--- config.mk ---
export PLATFORM = sky130hd
export DESIGN_NAME = r2sdf_stage_ctrl
export DESIGN_NICKNAME = d
export VERILOG_FILES = /design/src/rtl/r2sdf_stage_ctrl.sv
export SDC_FILE = /design/constraint.sdc
export NUM_CORES = 1
export LEC_CHECK = 0
export CAP_MARGIN = 20
export CORE_MARGIN = 4
export CORE_UTILIZATION = 35
export CTS_CLUSTER_SIZE = 20
export DETAILED_ROUTE_END_ITERATION = 6
export PLACE_DENSITY = 0.56
export SETUP_SLACK_MARGIN = 0.5
export SYNTH_ARGS = -nofsm -noshare
export SYNTH_HDL_FRONTEND = slang
export SYNTH_SLANG_ARGS = --single-unit
--- constraint.sdc ---
create_clock -name clk -period 2.36 [get_ports clk]
set_clock_uncertainty 0.1 [all_clocks]
set_input_delay 0.472 -clock clk [delete_from_list [all_inputs] [get_ports clk]]
set_output_delay 0.472 -clock clk [all_outputs]
set_load 0.1 [all_outputs]
--- src/rtl/r2sdf_stage_ctrl.sv ---
// Sequencing controller for one radix-2 single-path delay-feedback FFT stage.
// Drives the delay FIFO strobes, the butterfly select, the twiddle address and
// the output-valid/frame markers, flags FIFO misuse and supports a tail flush.
// Optional feature: define R2CTRL_FRAME_CNT_EN to add the frame_cnt output.
module r2sdf_stage_ctrl #(
   parameter int unsigned DELAY   = 512,
   parameter int unsigned ADDR_W  = 9,
   parameter int unsigned TW_STEP = 1
) (
   input  logic              clk,
   input  logic              areset,
   input  logic              in_valid,
   input  logic              flush,
   input  logic              fifo_full,
   input  logic              fifo_empty,
   output logic              fifo_wr,
   output logic              fifo_rd,
   output logic              bf_sel,
   output logic [ADDR_W-1:0] tw_addr,
   output logic              out_valid,
   output logic              frame_start,
   output logic              busy,
`ifdef R2CTRL_FRAME_CNT_EN
   output logic [15:0]       frame_cnt,
`endif
   output logic              err_ovf,
   output logic              err_unf
);

   localparam logic [ADDR_W-1:0] CntMax = ADDR_W'(DELAY - 1);
   localparam logic [ADDR_W-1:0] TwStep = ADDR_W'(TW_STEP);
   localparam logic [ADDR_W-1:0] CntOne = ADDR_W'(1);

   typedef enum logic [1:0] {StIdle, StPrime, StRun, StFlush} state_e;

   state_e            state_q, state_d;
   logic [ADDR_W-1:0] cnt_q, cnt_d;
   logic [ADDR_W-1:0] tw_q, tw_d;
   logic              half_q, half_d;
   logic              err_ovf_q, err_ovf_d;
   logic              err_unf_q, err_unf_d;
   logic              wr_req, rd_req;

   // Next-state, counter/twiddle accumulator update and strobe decode.
   always_comb begin
      state_d     = state_q;
      cnt_d       = cnt_q;
      tw_d        = tw_q;
      half_d      = half_q;
      err_ovf_d   = err_ovf_q;
      err_unf_d   = err_unf_q;
      wr_req      = 1'b0;
      rd_req      = 1'b0;
      fifo_wr     = 1'b0;
      fifo_rd     = 1'b0;
      out_valid   = 1'b0;
      bf_sel      = 1'b0;
      frame_start = 1'b0;

      unique case (state_q)
         StIdle: begin
            // The sample that wakes the controller is the first one primed.
            if (in_valid) begin
               fifo_wr = ~fifo_full;
               cnt_d   = CntOne;
               tw_d    = TwStep;
               half_d  = 1'b0;
               state_d = StPrime;
            end
         end
         StPrime: begin
            wr_req = in_valid;
            if (in_valid) begin
               if (cnt_q == CntMax) begin
                  cnt_d   = '0;
                  tw_d    = '0;
                  half_d  = 1'b1;
                  state_d = StRun;
               end else begin
                  cnt_d = cnt_q + CntOne;
                  tw_d  = tw_q + TwStep;
               end
            end
         end
         StRun: begin
            wr_req      = in_valid;
            rd_req      = in_valid;
            out_valid   = in_valid;
            bf_sel      = half_q;
            frame_start = in_valid && (cnt_q == '0) && !half_q;
            if (in_valid) begin
               if (cnt_q == CntMax) begin
                  cnt_d  = '0;
                  tw_d   = '0;
                  half_d = ~half_q;
               end else begin
                  cnt_d = cnt_q + CntOne;
                  tw_d  = tw_q + TwStep;
               end
            end
         end
         StFlush: begin
            // An empty FIFO ends the drain; that read is never issued.
            if (fifo_empty) begin
               cnt_d   = '0;
               tw_d    = '0;
               state_d = StIdle;
            end else begin
               fifo_rd   = 1'b1;
               out_valid = 1'b1;
               cnt_d     = cnt_q + CntOne;
            end
         end
         default: state_d = StIdle;
      endcase

      // Misuse checks: the offending strobe is dropped, the sequence carries on.
      if (state_q == StPrime || state_q == StRun) begin
         fifo_wr = wr_req && !fifo_full;
         fifo_rd = rd_req && !fifo_empty;
         if (wr_req && fifo_full) err_ovf_d = 1'b1;
         if (rd_req && fifo_empty) err_unf_d = 1'b1;
         // The sample presented with flush is handled above; the drain starts next.
         if (flush) begin
            cnt_d   = '0;
            tw_d    = '0;
            half_d  = 1'b0;
            state_d = StFlush;
         end
      end
   end

   assign tw_addr = bf_sel ? tw_q : '0;
   assign busy    = (state_q != StIdle);
   assign err_ovf = err_ovf_q;
   assign err_unf = err_unf_q;

   // State, counters and sticky error flags.
   always_ff @(posedge clk) begin
      if (areset) begin
         state_q   <= StIdle;
         cnt_q     <= '0;
         tw_q      <= '0;
         half_q    <= 1'b0;
         err_ovf_q <= 1'b0;
         err_unf_q <= 1'b0;
      end else begin
         state_q   <= state_d;
         cnt_q     <= cnt_d;
         tw_q      <= tw_d;
         half_q    <= half_d;
         err_ovf_q <= err_ovf_d;
         err_unf_q <= err_unf_d;
      end
   end

`ifdef R2CTRL_FRAME_CNT_EN
   logic [15:0] frame_cnt_q;

   // Frame counter, wraps naturally at 16 bits.
   always_ff @(posedge clk) begin
      if (areset) begin
         frame_cnt_q <= '0;
      end else if (frame_start) begin
         frame_cnt_q <= frame_cnt_q + 16'd1;
      end
   end

   assign frame_cnt = frame_cnt_q;
`endif

endmodule

Word-level counts from Yosys, hierarchy flattened. Index checks and enable logic that the tools add are counted. Widths: inputs -> output; s select.

Add/subtract/negate cells: 2. Equality and inequality tests: 4. Multiplexer cells: 41. Bitwise operators: 2. Reduce and logical (&&, ||, !) cells: 16.

Operator list (count): $mux 9 (13); $pmux 9 s3 (2); $add 9x1->9 const B (2); $mux 1 (17); $mux 2 (6); $eq 9x9->1 const B (1); $logic_not 9->1 (1); $logic_and 1x1->1 (6); $pmux 2 s3 (1); $eq 2x2->1 const B (2); $reduce_and 2->1 (2); $logic_not 1->1 (3); $pmux 1 s3 (1); $eq 2x1->1 const B (1); $logic_not 2->1 (1); $not 1->1 (2); $pmux 1 s2 (1); $reduce_bool 2->1 (1); $reduce_or 2->1 (1); $logic_or 1x1->1 (1).

Flip-flop bits (word level): 23. Bits of input ports: 6. Output and inout bits: 17. Logic and storage cells: 71.

Depth between registers and ports, before layout.
Word-level depth: 6. Gate-level depth with buffers: 10. Mapped depth without buffers: 10.

Worst setup path after synthesis. No wires, ideal clock.

Kind: input port to output port. From: input in_valid. To: output frame_start. Arrival: 3746 ps. Data required time: 1788 ps. Slack: -1958 ps. Stages on the path: 5. Path buffers: 1. Cell sequence: buf_4 > inv_1 > nor2_1 > nand4b_1 > nor4_1.

Longest elaborated chain between the ends: 3.

RTL lines: start: declaration (RTL line 12) `input logic in_valid,`; $logic_and 1x1->1 (2 in series) (RTL line 90) `frame_start = in_valid && (cnt_q == '0) && !half_q;`; $mux 1 (RTL line 60) `unique case (state_q)`; end: declaration (RTL line 21) `output logic frame_start,`.

Every way passes these cells.

Worst setup path in the final report.
From: register cnt_q[1]. To: register cnt_q[2].

Longest elaborated chain between the ends: 6. Elaborated cells between the ends (all ways): 8. Classes of those cells: add/sub: 1; eq/ne: 1; mux: 6.

RTL lines: start: declaration (RTL line 37) `logic [ADDR_W-1:0] cnt_q, cnt_d;`; start signal: assignment (RTL line 149) `cnt_q <= cnt_d;`; $add 9x1->9 or $eq 9x9->1 (tied branches); $mux 9 (RTL line 74, 92); $mux 9 (RTL line 73) `if (in_valid) begin`; $pmux 9 s3 (*) (RTL line 60); $mux 9 (RTL line 124) `if (flush) begin`; $mux 9 (*) (RTL line 118) `if (state_q == StPrime || state_q == StRun) begin`.

Every way passes the cells marked *; elsewhere a longest branch is shown, timed or not. A chain may end at the register's enable or synchronous reset.

==> impl_metrics.json <==
{
  "status": "completed",
  "finalHoldViolCount": 0,
  "io_buffers": 22,
  "p_leak_uw": 0.00106,
  "drive_above_1_share": 0.581,
  "grt.total_usage": 0.196,
  "p_per_area_mw_per_mm2": 844,
  "diodes": 0,
  "area_growth_pct": 93.4,
  "path_clk_slew_ps": 90,
  "ys_types": 41,
  "cts_tree": "yes",
  "grt_pass1_vias": 1625,
  "wl_met3_um": 227,
  "cts_root_buf": "clkbuf_8",
  "synth_cells": 183,
  "drtIter0Drc": 173,
  "rows": 23,
  "antenna_found_initial": 0,
  "setup-tns-final_ps": 0,
  "clk_path_buf_depth": 2,
  "die_h_um": 73.3,
  "finalMaxSlewViolations": 0,
  "crit_arrival_ps": 2390,
  "num_vias": 1748,
  "critPathMaxFanout": 5,
  "coreArea_mm2": 0.00406,
  "wl_met2_um": 2850,
  "final_cell_mix": "buf_4 (27), dfxtp_1 (17), buf_12 (17)",
  "cts_buffers": 3,
  "yosysSeqAreaShare": 0.309,
  "place_congestion": 0.894,
  "fin_area_mm2": 0.00288,
  "insertion_delay_ps": 270,
  "grt_max_degree": 16,
  "synth_edf_count": 0,
  "cp-start-kind": "flip-flop",
  "clock_sinks": 23,
  "synth_nets": 198,
  "wirelength_um": 5460,
  "highest_layer": "met4",
  "crit_type": "flip-flop to flip-flop",
  "ant_nets": 0,
  "overflow": 0,
  "place_hpwl_um": 3160,
  "drv_cap": 0,
  "grt_pass1_wl_um": 8180,
  "via_per_inst": 5.87,
  "io_pins": 23,
  "max_slew.worst_pin.slew_ps": 463,
  "synth_top_flop_cell": "dfxtp_1",
  "drt_first_pass_iters": 4,
  "synthArstFlopShare": 0,
  "cp.required_ps": 2440,
  "synth.cell_area_mm2": 0.00149,
  "avgSynthCellArea_um2": 8.14,
  "die-area_mm2": 0.00537,
  "drc": 0,
  "maxSlewHeadroom": 0.688,
  "ys_warn_count": 0,
  "min_path_type": "flip-flop to flip-flop",
  "postPlaceCellArea_mm2": 0.00214,
  "ir_drop_mv": 0.732,
  "final_nets": 264,
  "final_common_cell": "buf_4",
  "endpoint_kind": "flip-flop",
  "die_x_um": 73.3,
  "setup_viol": 0,
  "rsz0062_at_grt": "true",
  "p_total_uw": 2430,
  "period_share": 0.978,
  "wl_per_cell_um": 18.3,
  "fmax_ghz": 0.433,
  "htreeDepth": 1,
  "ys_ff_latch": 23,
  "start_util": 0.367,
  "met1_length_um": 2340,
  "fill_cells": 273,
  "period_needed_ps": 2310
}
-- cell usage after synthesis, types with 2 or more instances --
master / instances / share of area
nor4_1: 2 / 0.0084
o31ai_1: 2 / 0.010
nand2b_1: 6 / 0.025
or2b_1: 2 / 0.010
a221oi_1: 2 / 0.012
and2_1: 2 / 0.0084
o21ai_0: 12 / 0.040
nand3_1: 5 / 0.017
and4_1: 2 / 0.012
nor3_1: 3 / 0.010
a21oi_1: 13 / 0.044
clkbuf_1: 2 / 0.0050
a41oi_1: 4 / 0.024
a31oi_1: 5 / 0.021
nor2b_1: 2 / 0.0084
a22oi_1: 2 / 0.010
ha_1: 9 / 0.076
a311oi_1: 9 / 0.053
o311a_1: 2 / 0.013
buf_2: 4 / 0.013
nand4_1: 2 / 0.0084
and3_1: 12 / 0.050
mux2i_1: 4 / 0.027
inv_1: 10 / 0.025
nor2_1: 16 / 0.040
nand2_1: 12 / 0.030
dfxtp_1: 23 / 0.31
-- metrics by stage --
stage               hold WS (ps)  cells  setup slack [ps]  utilization
global placement             360    261              67.5        0.526
CTS                          412    289              53.5        0.647
floorplan                    342    183              -183            -
finish                       411    298              52.3        0.710
global route                 453    298              -100        0.710
detailed placement           375    261             -11.1        0.526
-- state kept, by name, summed over array words and instances (netlist names) --
signal / cells
cnt_q: 9
half_q: 1
tw_q: 9
err_ovf: 1
state_q: 2
err_unf: 1
-- final cells by class --
| class | count | area, um2 | area share |
|---|---|---|---|
| tap | 50 | 62.6 | 0.0217 |
| timing repair buffer | 69 | 847 | 0.294 |
| inverter | 10 | 57.6 | 0.0200 |
| clock inverter | 1 | 5.00 | 0.00174 |
| sequential | 23 | 478 | 0.166 |
| clock buffer | 3 | 41.3 | 0.0143 |
| multi-input combinational | 142 | 1390 | 0.482 |
-- critical path: stages (launching register included) --
cell      delay [ps]
dfxtp_4          360
ha_4             150
and3_4           170
and3_4           160
and3_4           180
ha_4             170
nand2b_4         160
o22ai_4          150
buf_12           150
or2b_1           240
a311oi_2         210
-- routing by layer --
metal  global-route usage  vias up
met2                0.326       44
li1                     -      831
met5                    0        -
met1                0.266      867
met3               0.0328        6
met4               0.0389        0
-- worst paths after layout --
path / slack, ps / depth (start not counted) / endpoint / start
hold / removal: 410 / 2 / err_unf / err_unf
hold reg to reg: 410 / 2 / err_unf / err_unf
setup reg to reg: 50 / 10 / cnt_q[2] / cnt_q[1]
setup / recovery: 50 / 10 / cnt_q[2] / cnt_q[1]
-- power breakdown --
part	switching, uW	total [uW]	leakage [uW]	internal (uW)
sequential	61.5	498	0.000190	437
combinational	928	1670	0.000848	747
clock	141	260	0.0000255	118
-- logic make-up (layout without fill, tap and decap cells) --
group           after synthesis  after routing  share of synthesized area
mux                           5              5                     0.0344
compound gates               58             58                      0.273
buf+inv                      18             83                     0.0563
simple gates                 70             70                      0.252
fa+ha+maj                     9              9                     0.0756
flops                        23             23                      0.309
-- what timing repair did --
item                       in CTS  in global routing
gates resized for setup        57                 41
buffers inserted               23                  9
setup endpoints to repair      35                 36
cloned                          1                  0
hold buffers                    0                  0
pin swaps                      33                 21
hold endpoints to repair        0                  0
Power figures use the tool's default switching activity.
